## config.mk

```make
export PLATFORM = sky130hd
export DESIGN_NAME = cc_truth_table_driver
export DESIGN_NICKNAME = d
export VERILOG_FILES = /design/src/rtl/cc_truth_table_driver.sv
export SDC_FILE = /design/constraint.sdc
export NUM_CORES = 1
export LEC_CHECK = 0
export CAP_MARGIN = 20
export CORE_AREA = 8 8 53 55
export DETAILED_ROUTE_END_ITERATION = 10
export DIE_AREA = 0 0 61 63
export HOLD_SLACK_MARGIN = 0.06
export PLACE_DENSITY_LB_ADDON = 0.2
export SYNTH_ARGS = -nofsm -noshare
export SYNTH_HDL_FRONTEND = slang
export SYNTH_SLANG_ARGS = --single-unit
```

## constraint.sdc

```tcl
create_clock -name CC_TruthTableDriver_CLOCK_50 -period 4.15 [get_ports CC_TruthTableDriver_CLOCK_50]
set_input_delay 0.83 -clock CC_TruthTableDriver_CLOCK_50 [delete_from_list [all_inputs] [get_ports CC_TruthTableDriver_CLOCK_50]]
set_output_delay 0.83 -clock CC_TruthTableDriver_CLOCK_50 [all_outputs]
set_load 0.005 [all_outputs]
```

## src/rtl/cc_truth_table_driver.sv

```systemverilog
// Drives a two-input gate through all four {a,b} vectors, samples z after a settle
// window and reports pass/fail, error count and per-vector failure mask.
module cc_truth_table_driver #(
  parameter int         SETTLE_CYCLES = 2,
  parameter logic [3:0] EXPECT        = 4'b1000
) (
  input  logic       CC_TruthTableDriver_CLOCK_50,
  input  logic       CC_TruthTableDriver_RESET_InLow,
  input  logic       CC_TruthTableDriver_start_In,
  input  logic       CC_TruthTableDriver_z_In,
  output logic       CC_TruthTableDriver_a_Out,
  output logic       CC_TruthTableDriver_b_Out,
  output logic       CC_TruthTableDriver_busy_Out,
  output logic       CC_TruthTableDriver_done_Out,
  output logic       CC_TruthTableDriver_pass_Out,
  output logic [2:0] CC_TruthTableDriver_errCount_Out,
  output logic [3:0] CC_TruthTableDriver_failMask_Out
);

  // state  | meaning
  // IDLE   | waiting for start, results of last run held
  // SETTLE | current vector applied, counting down settle time
  // SAMPLE | z sampled on the edge leaving this state
  // FINISH | done pulse cycle, start ignored
  typedef enum logic [1:0] {IDLE, SETTLE, SAMPLE, FINISH} state_t;

  localparam logic [3:0] CNT_RELOAD = 4'(SETTLE_CYCLES - 1);

  state_t     state_q, state_d;
  logic [1:0] idx_q, idx_d;
  logic [3:0] cnt_q, cnt_d;
  logic       a_q, a_d;
  logic       b_q, b_d;
  logic       busy_q, busy_d;
  logic       done_q, done_d;
  logic       pass_q, pass_d;
  logic [2:0] err_q, err_d;
  logic [3:0] mask_q, mask_d;

  logic       mismatch;
  logic [2:0] err_next;
  logic [1:0] idx_inc;

  assign mismatch = (CC_TruthTableDriver_z_In != EXPECT[idx_q]);
  assign err_next = err_q + {2'b00, mismatch};
  assign idx_inc  = idx_q + 2'd1;

  always_comb begin
    state_d = state_q;
    idx_d   = idx_q;
    cnt_d   = cnt_q;
    a_d     = a_q;
    b_d     = b_q;
    busy_d  = busy_q;
    done_d  = 1'b0;
    pass_d  = pass_q;
    err_d   = err_q;
    mask_d  = mask_q;
    case (state_q)
      IDLE: begin
        if (CC_TruthTableDriver_start_In) begin
          state_d = SETTLE;
          idx_d   = 2'd0;
          cnt_d   = CNT_RELOAD;
          a_d     = 1'b0;
          b_d     = 1'b0;
          busy_d  = 1'b1;
          pass_d  = 1'b0;
          err_d   = 3'd0;
          mask_d  = 4'd0;
        end
      end
      SETTLE: begin
        if (cnt_q == 4'd0) state_d = SAMPLE;
        else               cnt_d   = cnt_q - 4'd1;
      end
      SAMPLE: begin
        err_d = err_next;
        if (mismatch) mask_d[idx_q] = 1'b1;
        if (idx_q != 2'd3) begin
          state_d = SETTLE;
          idx_d   = idx_inc;
          cnt_d   = CNT_RELOAD;
          a_d     = idx_inc[1];
          b_d     = idx_inc[0];
        end else begin
          // final verdict includes the sample taken on this same edge
          state_d = FINISH;
          a_d     = 1'b0;
          b_d     = 1'b0;
          busy_d  = 1'b0;
          done_d  = 1'b1;
          pass_d  = (err_next == 3'd0);
        end
      end
      FINISH: begin
        state_d = IDLE;
      end
      default: state_d = IDLE;
    endcase
  end

  always_ff @(posedge CC_TruthTableDriver_CLOCK_50 or negedge CC_TruthTableDriver_RESET_InLow) begin
    if (!CC_TruthTableDriver_RESET_InLow) begin
      state_q <= IDLE;
      idx_q   <= 2'd0;
      cnt_q   <= 4'd0;
      a_q     <= 1'b0;
      b_q     <= 1'b0;
      busy_q  <= 1'b0;
      done_q  <= 1'b0;
      pass_q  <= 1'b0;
      err_q   <= 3'd0;
      mask_q  <= 4'd0;
    end else begin
      state_q <= state_d;
      idx_q   <= idx_d;
      cnt_q   <= cnt_d;
      a_q     <= a_d;
      b_q     <= b_d;
      busy_q  <= busy_d;
      done_q  <= done_d;
      pass_q  <= pass_d;
      err_q   <= err_d;
      mask_q  <= mask_d;
    end
  end

  assign CC_TruthTableDriver_a_Out        = a_q;
  assign CC_TruthTableDriver_b_Out        = b_q;
  assign CC_TruthTableDriver_busy_Out     = busy_q;
  assign CC_TruthTableDriver_done_Out     = done_q;
  assign CC_TruthTableDriver_pass_Out     = pass_q;
  assign CC_TruthTableDriver_errCount_Out = err_q;
  assign CC_TruthTableDriver_failMask_Out = mask_q;

endmodule

```

==> summary.md <==
| Metric | Value |
|---|---|
| Status | `complete, no violations` |
| Final Critical Period | `2.66 ns` |
| Area leader, netlist | `dfrtp_1` |
| IO Port Bufs | `15` |
| Hold Path End | `CC_TruthTableDriver_busy_Out$_DFFE_PN0P_` |
| Die area | `3840 um2` |
| LEAKAGE | `0.575 nW` |
| Clk sinks | `20` |
| Top-area cell type share of the netlist area | `48.7%` |
| GRT met2 Usage | `18.4%` |
| Flops & latches, synth | `20` |
| Setup_tns | `0 ns` |
| Global-route wire length before repair | `3.44 mm` |
| DR pass1 iterations | `4` |
| Via count | `720` |
| Reg2reg end | `CC_TruthTableDriver_pass_Out$_DFFE_PN0P_` |
| Cts repair resizes | `0` |
| Final number of setup-violating endpoints | `0` |
| RSZ-0062 raised after global routing | `false` |
| Worst endpoint required time | `4.36 ns` |
| Dpl cells | `133` |
| Largest net degree at the start of global routing | `21` |
| Die Ht | `63 um` |
| HP Start | `CC_TruthTableDriver_busy_Out$_DFFE_PN0P_` |
| Clock skew | `0.00730 ns` |
| Min-delay worst type | `flop to flop` |
| R2R Path Start | `idx_q[0]$_DFFE_PN0P_` |
| Yosys Warn Count | `0` |
| Syn nets | `105` |
| CTS tree | `yes` |
| Top_reg_cell synth | `dfrtp_1` |
| Total Power | `0.692 mW` |
| Hold Buf Count CTS | `0` |
| Vias per inst | `5.26` |
| DRT antenna net count | `0` |
| Layout cell share with drive strength beyond 1 | `11.0%` |
| Fill cell count | `191` |
| Grt met1 use | `14.4%` |
| Netlist cell types | `35` |
| Top-Level Pins | `16` |
| Wire per inst | `14.5 um` |
| Number of synthesized flops with an enable pin | `0` |
| Synth Area per Inst | `11.0 um2` |
| DRC viols | `0` |
| Final period util | `64.1%` |
| Initial core utilization | `49.8%` |
| GRT Total Usage | `11.9%` |
| N_diodes | `0` |
| Critical path's largest stage delay | `0.51 ns` |
| Critical path type | `input pin to flop` |
| Total gr overflow | `0` |
| Horiz. Die Dim | `61 um` |
| Most used cell, CP | `ha_1` |
| Maximum fanout along the worst path | `4` |
| Gpl congestion | `0.848` |
| Post-synthesis sequential area ratio | `48.7%` |
| MaxCap Viol Count | `0` |
| Maximum VDD drop | `0.383 mV` |
| Final Non-Filler Cells | `137` |
| Crit path launch type | `input pin` |
| Setup Fix Bufs, Post-CTS | `0` |
| DRT iter0 DRCs | `17` |
| Synth top area cells | `dfrtp_1 (49%), ha_1 (9.7%), nor3b_4 (3.7%)` |
| Vias in the first global route | `773` |
| PD cells | `564 nW/um2` |
| Final #Nets | `122` |
| Most common cell in the netlist | `dfrtp_1` |
| Area growth syn-to-layout | `19.5%` |
| Final Max Slew Viols | `0` |
| Max H-tree Level | `1` |
| Slew @ Worst Pin | `0.889 ns` |
| CP max-delay cell | `clkdlybuf4s50_1` |
| Fin. Hold Viols | `0` |
| Core area | `2060 um2` |
| Highest Clock Rate | `376 MHz` |
| Syn Std Cell Area | `1030 um2` |
| Post-DP HPWL | `1.50 mm` |
| Gate Count Post-Synth | `93` |
| Worst-path clk slew | `0.12 ns` |
| Final WL | `1.99 mm` |
| Cells along the critical path | `clkdlybuf4s50_1 -> xor2_1 -> ha_1 -> ha_1 -> or4_1 -> o31ai_1` |
| Clock Path Buffers | `2` |
| Initial antenna violation count | `0` |
| Worst EP arrival | `2.87 ns` |
| Row count | `17` |
| Slew headroom | `40.5%` |
| CTS buffer count | `3` |
| Fraction of registers with async set/reset | `100%` |
| Setup crit end kind | `flop` |
| Reg2reg setup slack | `1.77 ns` |
| Clock tree root buffer cell | `clkbuf_4` |
| M3 GR Usage | `3.29%` |
| Reg2reg path depth | `6` |
| Clock Latency Late Sink | `0.30 ns` |
| Most Used Layer, Global Route | `met2` |
| Synth top cells by count | `dfrtp_1 (20), ha_1 (8), nand2_1 (8)` |
| Hold Path Depth | `1` |
worst max path at each step:
stage | slack [ns] | startpoint | depth (start not counted) | endpoint
floorplan | 1.88 | CC_TruthTableDriver_z_In | 5 | CC_TruthTableDriver_pass_Out$_DFFE_PN0P_
global placement | 1.27 | CC_TruthTableDriver_z_In | 6 | CC_TruthTableDriver_pass_Out$_DFFE_PN0P_
detailed placement | 1.18 | CC_TruthTableDriver_z_In | 6 | CC_TruthTableDriver_pass_Out$_DFFE_PN0P_
CTS | 1.50 | CC_TruthTableDriver_z_In | 6 | CC_TruthTableDriver_pass_Out$_DFFE_PN0P_
global route | 1.38 | CC_TruthTableDriver_z_In | 6 | CC_TruthTableDriver_pass_Out$_DFFE_PN0P_
finish | 1.49 | CC_TruthTableDriver_z_In | 6 | CC_TruthTableDriver_pass_Out$_DFFE_PN0P_
flip-flops by register name, indices dropped and copies added, names as in the netlist:
name and cells:
idx_q 2, CC_TruthTableDriver_pass_Out 1, CC_TruthTableDriver_busy_Out 1, CC_TruthTableDriver_failMask_Out 4, CC_TruthTableDriver_errCount_Out 3, CC_TruthTableDriver_b_Out 1
cnt_q 4, state_q 2, CC_TruthTableDriver_a_Out 1, CC_TruthTableDriver_done_Out 1
placed cells by master (no fill, tap or decap), drive strengths merged:
cell type / count
nand2: 8
a21oi: 1
nor4: 1
nor3b: 2
nor3: 1
or2: 1
o31ai: 1
and3: 1
or3: 1
a22o: 1
mux2: 1
nand3b: 2
dfrtp: 20
clkdlybuf4s50: 15
o2bb2ai: 1
nor2b: 3
xor2: 2
inv: 6
ha: 8
or4: 1
a21o: 1
clkbuf: 4
a31o: 2
nand2b: 2
mux2i: 1
a32o: 1
nor2: 6
a211oi: 1
o21ai: 4
nand3: 4
a31oi: 4
or3b: 2
critical path, delay by kind of cell:
kind,cells,cell delay (ns)
AOI/OAI and AO/OA,1,0.25
xor gates and xnor gates,1,0.31
adders and majority gates,2,0.47
buffers and inverters,1,0.51
and+or+nand+nor,1,0.50
power by group:
part           internal (mW)  switching (mW)  leakage [nW]  total [mW]
combinational          0.142           0.131         0.291       0.273
sequential             0.243          0.0613         0.263       0.304
clock                 0.0535          0.0611        0.0210       0.115
total                  0.438           0.253         0.575       0.692
area by class of cell:
class | count | area (um2) | area share [%]
Clock buffer | 4 | 36.3 | 2.96
Inverter | 6 | 22.5 | 1.83
Multi-Input combinational cell | 64 | 483 | 39.3
Sequential cell | 20 | 500 | 40.8
Tap cell | 28 | 35.0 | 2.85
Timing Repair Buffer | 15 | 150 | 12.2
logic make-up (layout without fill, tap and decap cells):
family / after synthesis / in the layout / synth area share (%)
AOI/OAI and AO/OA: 17 / 17 / 11.9
xor gates and xnor gates: 2 / 2 / 1.71
adders and majority gates: 8 / 8 / 9.74
buffers and inverters: 9 / 25 / 4.26
DFF: 20 / 20 / 48.7
muxes: 2 / 2 / 2.07
and+or+nand+nor: 35 / 35 / 21.6
routing by layer:
layer | share of wire, % | wire (um)
met5 | 0 | 0
met4 | 1.4 | 28
met3 | 5.8 | 115
met2 | 47 | 933
met1 | 46 | 913
through the flow:
stage	instance area, um2	util [%]	setup WS, ns	hold WS, ns
finish	1230	59.5	1.49	0.495
global route	1230	59.5	1.38	0.536
CTS	1230	59.5	1.50	0.500
detailed placement	1190	57.7	1.18	0.473
global placement	1190	57.7	1.27	0.462
floorplan	1030	-	1.88	0.471
No activity file was read; power rests on OpenSTA's default activity.
